$ cat config.mk
export PLATFORM = sky130hd
export DESIGN_NAME = mux_alt
export DESIGN_NICKNAME = d
export VERILOG_FILES = /design/src/rtl/mux_alt_pkg.sv /design/src/rtl/mux_alt_fifo_mux.sv /design/src/rtl/mux_alt.sv
export SDC_FILE = /design/constraint.sdc
export NUM_CORES = 1
export LEC_CHECK = 0
export CORE_MARGIN = 2
export CORE_UTILIZATION = 58
export DETAILED_ROUTE_END_ITERATION = 7
export PLACE_DENSITY = 0.84
export SLEW_MARGIN = 40
export SYNTH_ARGS = -nofsm -noshare
export SYNTH_HDL_FRONTEND = slang
export SYNTH_SLANG_ARGS = --single-unit
$ cat constraint.sdc
create_clock -name clk2f -period 3.8 [get_ports clk2f]
set_input_delay 0.76 -clock clk2f [delete_from_list [all_inputs] [get_ports clk2f]]
set_output_delay 0.76 -clock clk2f [all_outputs]
set_load 0.02 [all_outputs]
$ cat src/rtl/mux_alt_pkg.sv
// mux_alt_pkg: shared widths, FIFO depth and one-hot FSM encoding for mux_alt.
// Contents: DATA_W, WORD_W ({sof, data}), FIFO_DEPTH, state_e, mk_word().
package mux_alt_pkg;

    localparam int DATA_W     = 8;
    localparam int WORD_W     = DATA_W + 1;
    localparam int FIFO_DEPTH = 4;

    typedef enum logic [5:0] {
        RESET       = 6'b000001,
        INICIAL     = 6'b000010,
        TRANS_0     = 6'b000100,
        TRANS_1     = 6'b001000,
        W_LST_DATA0 = 6'b010000,
        W_LST_DATA1 = 6'b100000
    } state_e;

    // FIFO word layout: start-of-burst flag in the MSB, data below it.
    function automatic logic [WORD_W-1:0] mk_word(input logic sof, input logic [DATA_W-1:0] data);
        return {sof, data};
    endfunction

endpackage

$ cat src/rtl/mux_alt_fifo_mux.sv
// fifo_mux: 4-entry synchronous FIFO of {sof, data} words for one mux_alt lane.
// Ports: clk_i, rst_i (sync, active-high), push_i/din_i (write), pop_i (read),
//        head_o (current oldest word), empty_o, full_o, drop_o (write lost to a full FIFO).
module fifo_mux
    import mux_alt_pkg::*;
(
    input  logic              clk_i,
    input  logic              rst_i,
    input  logic              push_i,
    input  logic [WORD_W-1:0] din_i,
    input  logic              pop_i,
    output logic [WORD_W-1:0] head_o,
    output logic              empty_o,
    output logic              full_o,
    output logic              drop_o
);

    logic [WORD_W-1:0] mem_q [FIFO_DEPTH];
    logic [1:0]        wr_ptr_q, rd_ptr_q;
    logic [2:0]        cnt_q, cnt_d;
    logic              do_push, do_pop;

    assign empty_o = (cnt_q == 3'd0);
    assign full_o  = (cnt_q == 3'(FIFO_DEPTH));
    assign head_o  = mem_q[rd_ptr_q];
    assign do_pop  = pop_i && !empty_o;
    // A pop on the same edge frees the slot, so a full FIFO still accepts the write.
    assign do_push = push_i && (!full_o || do_pop);
    assign drop_o  = push_i && full_o && !do_pop;
    assign cnt_d   = cnt_q + {2'b00, do_push} - {2'b00, do_pop};

    always_ff @(posedge clk_i) begin
        if (rst_i) begin
            wr_ptr_q <= 2'd0;
            rd_ptr_q <= 2'd0;
            cnt_q    <= 3'd0;
        end else begin
            if (do_push) begin
                mem_q[wr_ptr_q] <= din_i;
                wr_ptr_q        <= wr_ptr_q + 2'd1;
            end
            if (do_pop)
                rd_ptr_q <= rd_ptr_q + 2'd1;
            cnt_q <= cnt_d;
        end
    end

endmodule

$ cat src/rtl/mux_alt.sv
// mux_alt: merges two 8-bit lane streams into one, alternating whole bursts (lane 0 first).
// Ports: clk2f, reset (sync, active-high), data_in_x_c/valid_in_x_c (lane inputs),
//        data_out_c/valid_out_c (registered merged stream), ovf_0/ovf_1 (sticky drop flags).
// Build option: define MUX_ALT_OVF_EN to enable the overflow flags; otherwise they are tied 0.
module mux_alt
    import mux_alt_pkg::*;
(
    input  logic              clk2f,
    input  logic              reset,
    input  logic [DATA_W-1:0] data_in_0_c,
    input  logic              valid_in_0_c,
    input  logic [DATA_W-1:0] data_in_1_c,
    input  logic              valid_in_1_c,
    output logic [DATA_W-1:0] data_out_c,
    output logic              valid_out_c,
    output logic              ovf_0,
    output logic              ovf_1
);

    state_e            state_q, state_d;
    logic              prev_v0_q, prev_v1_q;
    logic [WORD_W-1:0] head0, head1;
    logic              empty0, empty1, full0, full1, drop0, drop1;
    logic              pop0, pop1;
    logic              start0, start1, more0, more1;

    fifo_mux u_fifo0 (
        .clk_i   (clk2f),
        .rst_i   (reset),
        .push_i  (valid_in_0_c),
        .din_i   (mk_word(!prev_v0_q, data_in_0_c)),
        .pop_i   (pop0),
        .head_o  (head0),
        .empty_o (empty0),
        .full_o  (full0),
        .drop_o  (drop0)
    );

    fifo_mux u_fifo1 (
        .clk_i   (clk2f),
        .rst_i   (reset),
        .push_i  (valid_in_1_c),
        .din_i   (mk_word(!prev_v1_q, data_in_1_c)),
        .pop_i   (pop1),
        .head_o  (head1),
        .empty_o (empty1),
        .full_o  (full1),
        .drop_o  (drop1)
    );

    // start: a new burst is waiting at the head; more: the current burst continues.
    assign start0 = !empty0 &&  head0[WORD_W-1];
    assign more0  = !empty0 && !head0[WORD_W-1];
    assign start1 = !empty1 &&  head1[WORD_W-1];
    assign more1  = !empty1 && !head1[WORD_W-1];

    always_comb begin
        state_d = state_q;
        pop0    = 1'b0;
        pop1    = 1'b0;
        case (state_q)
            RESET:       state_d = INICIAL;
            INICIAL:     if (start0) begin pop0 = 1'b1; state_d = TRANS_0; end
            TRANS_0:     if (more0) pop0 = 1'b1; else state_d = W_LST_DATA0;
            W_LST_DATA0: if (start1) begin pop1 = 1'b1; state_d = TRANS_1; end
            TRANS_1:     if (more1) pop1 = 1'b1; else state_d = W_LST_DATA1;
            W_LST_DATA1: if (start0) begin pop0 = 1'b1; state_d = TRANS_0; end
            default:     state_d = RESET;
        endcase
    end

    always_ff @(posedge clk2f) begin
        if (reset) begin
            state_q     <= RESET;
            prev_v0_q   <= 1'b0;
            prev_v1_q   <= 1'b0;
            data_out_c  <= '0;
            valid_out_c <= 1'b0;
        end else begin
            state_q     <= state_d;
            prev_v0_q   <= valid_in_0_c;
            prev_v1_q   <= valid_in_1_c;
            valid_out_c <= pop0 || pop1;
            data_out_c  <= pop0 ? head0[DATA_W-1:0] : pop1 ? head1[DATA_W-1:0] : '0;
        end
    end

`ifdef MUX_ALT_OVF_EN
    logic ovf_0_q, ovf_1_q;

    always_ff @(posedge clk2f) begin
        if (reset) begin
            ovf_0_q <= 1'b0;
            ovf_1_q <= 1'b0;
        end else begin
            ovf_0_q <= ovf_0_q || drop0;
            ovf_1_q <= ovf_1_q || drop1;
        end
    end

    assign ovf_0 = ovf_0_q;
    assign ovf_1 = ovf_1_q;
`else
    logic unused_drop;

    assign unused_drop = &{1'b0, drop0, drop1};
    assign ovf_0       = 1'b0;
    assign ovf_1       = 1'b0;
`endif

    logic unused_full;

    assign unused_full = &{1'b0, full0, full1};

endmodule

==> results of run 1 <==
==> cell usage after synthesis, types with 2 or more instances <==
master	number
clkbuf_1	5
mux2_4	2
nor2_1	14
nor4_1	2
a21oi_1	2
mux2i_1	2
buf_6	3
o211ai_1	3
xnor2_1	4
dfxtp_1	35
edfxtp_1	72
inv_1	32
buf_4	2
or3_1	3
o22ai_1	8
nand3_1	5
mux2_2	6
nor3_1	2
mux4_2	12
o311a_1	4
nor2b_1	12
fa_1	2
o21a_1	2
and2_1	6
nand2_1	8
ha_1	12
o31a_1	3
mux4_1	6
==> routing by layer <==
layer  vias to the layer above  track usage  wire length, µm
li1                       1132            -                -
met1                      1169        0.253             3410
met2                        68        0.334             3960
met3                        10       0.0448              361
met4                         0       0.0657              116
met5                         -            0                0
==> cells by family (layout without fill, tap and decap cells) <==
logic type      count (synthesis)  after routing  synth area share
compound gates                 29             29            0.0521
xor+xnor                        5              5           0.00991
fa+ha+maj                      14             14            0.0430
buf+inv                        43             80            0.0433
flops                         107            107             0.648
mux                            29             29             0.126
other cells                     1              2          0.000848
simple gates                   61             61            0.0773
==> state kept, by name, indices dropped and copies added (netlist names), named ones only <==
register / flops
u_fifo1.rd_ptr_q: 2
valid_out_c: 1
state_q: 6
u_fifo0.rd_ptr_q: 2
u_fifo1.cnt_q: 3
data_out_c: 8
u_fifo0.cnt_q: 3
prev_v1_q: 1
u_fifo0.wr_ptr_q: 2
u_fifo0.mem_q: 36
u_fifo1.mem_q: 36
u_fifo1.wr_ptr_q: 2
prev_v0_q: 1
==> power groups by stage <==
| stage | logic, mW | clock network (mW) | registers (mW) |
|---|---|---|---|
| floorplan | 0.276 | 0 | 1.39 |
| global placement | 0.354 | 0 | 1.40 |
| detailed placement | 0.367 | 0 | 1.41 |
| CTS | 0.372 | 0.716 | 1.38 |
| global route | 0.416 | 0.767 | 1.39 |
| finish | 0.370 | 0.717 | 1.38 |
==> metrics by stage <==
step           instances  hold WS (ns)
3_5_place_dp         410         0.491
3_3_place_gp         410         0.479
4_1_cts              426         0.510
2_1_floorplan        290         0.459
6_report             426         0.509
5_1_grt              426         0.528
==> final cells by class <==
type	instances	area, µm²
repair buffers	31	303
flip-flops and latches	107	2860
multi-input cells	140	1370
well taps	99	124
clock inverters	7	82.6
inverters	33	124
fillers	465	2340
clock buffers	9	124
==> path summary, 6_finish.rpt <==
path	start	endpoint	slack [ns]	cells after the start
min	prev_v0_q$_SDFF_PP0_	u_fifo0.mem_q[3][8]$_DFFE_PP_	0.51	1
max reg2reg	state_q[5]$_SDFFE_PP0P_	u_fifo0.cnt_q[2]$_SDFF_PP0_	0.79	10
min reg2reg	prev_v0_q$_SDFF_PP0_	u_fifo0.mem_q[3][8]$_DFFE_PP_	0.51	1
max	state_q[5]$_SDFFE_PP0P_	u_fifo0.cnt_q[2]$_SDFF_PP0_	0.79	10
==> results.json, run 1 <==
{
  "outcome": "finished clean",
  "tightestPinTransition_ns": 0.782,
  "critPathRequiredTime_ns": 4.06,
  "wl_per_cell_um": 18.4,
  "cts_htree_levels": 3,
  "final.period_utilization": 0.792,
  "drive_gt1_frac": 0.141,
  "fin_ws_ns": 0.789,
  "maxCapViolCount": 0,
  "finalPower_mw": 2.47,
  "p_seq_frac": 0.559,
  "cts_tree": "built",
  "nNetsFinal": 356,
  "routed-via-count": 2379,
  "slowest_stage": "or4_1",
  "vdd_drop_max_mv": 0.267,
  "numClockSinks": 107,
  "synth_top_area_cell": "edfxtp_1",
  "mostFrequentLayoutCells": "edfxtp_1 (72), dfxtp_1 (35), inv_1 (32)",
  "rsz0062_at_grt": "no",
  "die-area_um2": 8340,
  "die_x_um": 91.3,
  "cts_made_buffers": 9,
  "grt_start_max_net_pins": 20,
  "ys_types": 48,
  "final_common_cell": "edfxtp_1",
  "placed_area_um2": 4780,
  "switching_share": 0.267,
  "grt_pass1_vias": 2440,
  "synth.cell_area_um2": 4420,
  "path_max_fanout": 8,
  "n_antenna_cell": 0,
  "p_sw_mw": 0.659,
  "wl_um": 7850,
  "fmax_mhz": 332,
  "yosysTopAreaCellShare": 0.489,
  "row_count": 31,
  "hold_class": "register to register",
  "clock_tree.root_cell": "clkbuf_8",
  "drv_slew": 0,
  "path_delay_family": "simple AND/OR/NAND/NOR gates",
  "gp_congestion": 0.787,
  "synth_ff_type": "edfxtp_1",
  "detailed_place_hpwl_um": 5550,
  "maxSlewHeadroom": 0.471,
  "hold_buffers": 0,
  "fp.coreArea_um2": 7330,
  "crit_buf_inv": 1,
  "clkPwrFrac": 0.291,
  "synth-edff-count": 72,
  "crit_path_end_kind": "register",
  "cp_data_arrival_time_ns": 3.28,
  "slowest_delay_ns": 0.64,
  "hold_viol": 0,
  "fin_util": 0.681,
  "clk_pin_slew_ns": 0.10,
  "syn_area_per_cell_um2": 15.3,
  "leakagePower_nw": 1.79,
  "drt_iter0_drc": 111,
  "drc_errors": 0,
  "grt_usage": 0.197,
  "synthCells": 289,
  "dieHeight_um": 91.3,
  "start_util": 0.603,
  "worstSetupPathType": "register to register",
  "via_per_inst": 5.58,
  "grt_antenna_before_repair": 0,
  "synth_seq_cells": 107,
  "areaGrowthSynthToFinish_pct": 12.9,
  "p_comb_frac": 0.150,
  "ctsResizeCount": 0,
  "start_kind": "register",
  "fin_skew_ns": 0.0117,
  "synth_seq_area_share": 0.648,
  "finalSetupViolations": 0,
  "tns_ns": 0,
  "cts_setup_buffers": 0,
  "pre_cts_slack_ns": 0.835,
  "first_pass_iters": 4,
  "antenna_left": 0,
  "postLayoutCellArea_um2": 4990,
  "cts.path.max_buffers": 2,
  "power.density_nw_per_um2": 494,
  "intPower_mw": 1.81,
  "clkLatencyLatePin_ns": 0.37,
  "period_needed_ns": 3.01,
  "io_pins": 31,
  "ys.warnings.count": 0,
  "path_cells": "or4_1 > nor3b_2 > o21a_1 > ha_1 > inv_1 > ha_1 > fa_1 > xnor2_1 > xnor2_1 > nor2_1",
  "grt.overflow.total": 0,
  "async_reset_ff_frac": 0,
  "ys_top_cells_by_area": "edfxtp_1 (49%), dfxtp_1 (16%), mux4_2 (6.1%)",
  "port_buffers": 28,
  "grt_pass1_wl_um": 12300
}
Power figures use the tool's default switching activity.
==> inputs of run 2 (changes only) <==
CORE_UTILIZATION = 52   (was 58)
PLACE_DENSITY = 0.8   (was 0.84)
clock period = 2.68 ns   (was 3.8 ns; I/O delays follow)
==> results.json, run 2 (same netlist as run 1, synthesis figures left out) <==
{
  "outcome": "finished clean",
  "rrSetupSlack_ns": 0.03,
  "grt_usage": 0.197,
  "power.density_nw_per_um2": 674,
  "path_cells": "or4_4 > or3_4 > a21oi_4 > ha_1 > inv_1 > ha_1 > fa_2 > xnor2_2 > xnor2_1 > nor2_1",
  "critPathRequiredTime_ns": 2.95,
  "nNetsFinal": 378,
  "finalPower_mw": 3.50,
  "fin_util": 0.632,
  "hold_buffers": 0,
  "grt_start_max_net_pins": 20,
  "drc_errors": 0,
  "antenna_left": 0,
  "leakagePower_nw": 1.91,
  "fp.coreArea_um2": 8220,
  "maxSlewHeadroom": 0.488,
  "dieHeight_um": 96.2,
  "drt_iter0_drc": 163,
  "routed-via-count": 2468,
  "instances_no_fill": 454,
  "slowest_delay_ns": 0.58,
  "tightestPinTransition_ns": 0.764,
  "reg_top3": "u_fifo0.mem_q x36, u_fifo1.mem_q x36, data_out_c x8",
  "grt_antenna_before_repair": 0,
  "die_x_um": 96.2,
  "crit_buf_inv": 1,
  "fin_skew_ns": 0.0177,
  "clock_tree.root_cell": "clkbuf_8",
  "detailed_place_hpwl_um": 5740,
  "holdPathStages": 2,
  "drive_gt1_frac": 0.226,
  "fmax_mhz": 378,
  "finalSetupViolations": 0,
  "final.period_utilization": 0.988,
  "crit_path_end_kind": "register",
  "grt_pass1_vias": 2612,
  "cp_data_arrival_time_ns": 2.92,
  "drv_slew": 0,
  "placedCellCount": 436,
  "r2r.worst_path.cells": 10,
  "nFillCells": 554,
  "pre_cts_slack_ns": -0.0454,
  "wl_um": 8170,
  "start_util": 0.538,
  "numClockSinks": 107,
  "row_count": 33,
  "crit_cells": 10,
  "clkLatencyLatePin_ns": 0.38,
  "rsz0062_at_grt": "yes",
  "gp_congestion": 0.863,
  "cts_tree": "built",
  "cts_made_buffers": 9,
  "die-area_um2": 9250,
  "final_common_cell": "edfxtp_1",
  "period_needed_ns": 2.65,
  "grt.overflow.total": 0,
  "maxCapViolCount": 0,
  "n_antenna_cell": 0,
  "path_max_fanout": 5,
  "worstSetupPathType": "register to register",
  "fin_ws_ns": 0.0334,
  "hold_viol": 0,
  "mostFrequentLayoutCells": "edfxtp_1 (72), inv_1 (32), dfxtp_1 (32)",
  "grt_pass1_wl_um": 13000,
  "start_kind": "register",
  "via_per_inst": 5.44,
  "clk_pin_slew_ns": 0.10,
  "hold_class": "register to register",
  "crit_path_frequent_cell": "ha_1",
  "cts.path.max_buffers": 2,
  "wl_per_cell_um": 18.0,
  "first_pass_iters": 4,
  "path_delay_family": "simple AND/OR/NAND/NOR gates",
  "port_buffers": 28,
  "areaGrowthSynthToFinish_pct": 17.5,
  "io_pins": 31,
  "cts_htree_levels": 3,
  "vdd_drop_max_mv": 0.278,
  "slowest_stage": "or4_4"
}
[run 2: changes by cell type in the layout (fill, tap and decap cells not counted), moves of 2 or more]
cell	before	now
xnor2_1	4	2
fa_2	0	2
dfxtp_1	35	32
dfxtp_2	0	3
xnor2_2	0	2
buf_4	3	25
fa_1	2	0
[run 2: where the power goes]
group | switching (mW) | total, mW | internal [mW]
clock network | 0.579 | 0.932 | 0.353
logic | 0.323 | 0.618 | 0.295
registers | 0.0696 | 1.95 | 1.88
[run 2: layer usage]
metal	global-route usage	wire (µm)	up-vias
met5	0	0	-
met4	0.0917	197	0
met3	0.0360	286	14
met2	0.344	4300	60
met1	0.234	3390	1216
li1	-	-	1178
[run 2: area by class of cell]
type	instances	area, µm²	area share
inverters	33	124	0.0238
clock inverters	7	65.1	0.0125
clock buffers	9	124	0.0238
flip-flops and latches	107	2870	0.552
well taps	105	131	0.0253
repair buffers	53	468	0.0901
multi-input cells	140	1420	0.272
[run 2: worst paths after layout]
path	from	endpoint
setup / recovery	state_q[1]$_SDFFE_PP0P_	u_fifo1.cnt_q[2]$_SDFF_PP0_
hold / removal	u_fifo1.wr_ptr_q[1]$_SDFFE_PP0N_	u_fifo1.wr_ptr_q[1]$_SDFFE_PP0N_
setup reg to reg	state_q[1]$_SDFFE_PP0P_	u_fifo1.cnt_q[2]$_SDFF_PP0_
hold reg to reg	u_fifo1.wr_ptr_q[1]$_SDFFE_PP0N_	u_fifo1.wr_ptr_q[1]$_SDFFE_PP0N_
[run 2: tightest hold or removal path: cells and delay by family, from the launching register on]
family / cells / cell delay [ns]
mux: 1 / 0.05
simple gates: 1 / 0.07
flops: 1 / 0.35
[run 2: stage by stage]
step	hold slack, ns	instance area, µm²	setup TNS [ns]
detailed placement	0.495	4970	-0.0454
finish	0.506	5190	0
CTS	0.511	5170	0
global placement	0.476	4970	0
global route	0.526	5190	-0.0700
floorplan	0.459	4460	-0.148
[run 2: repair_timing]
action                     4_1_cts  5_1_grt
pin swaps                        0        6
setup endpoints to repair        1        3
buffers inserted                 0        2
gates resized for setup          2        3
cloned                           0        0
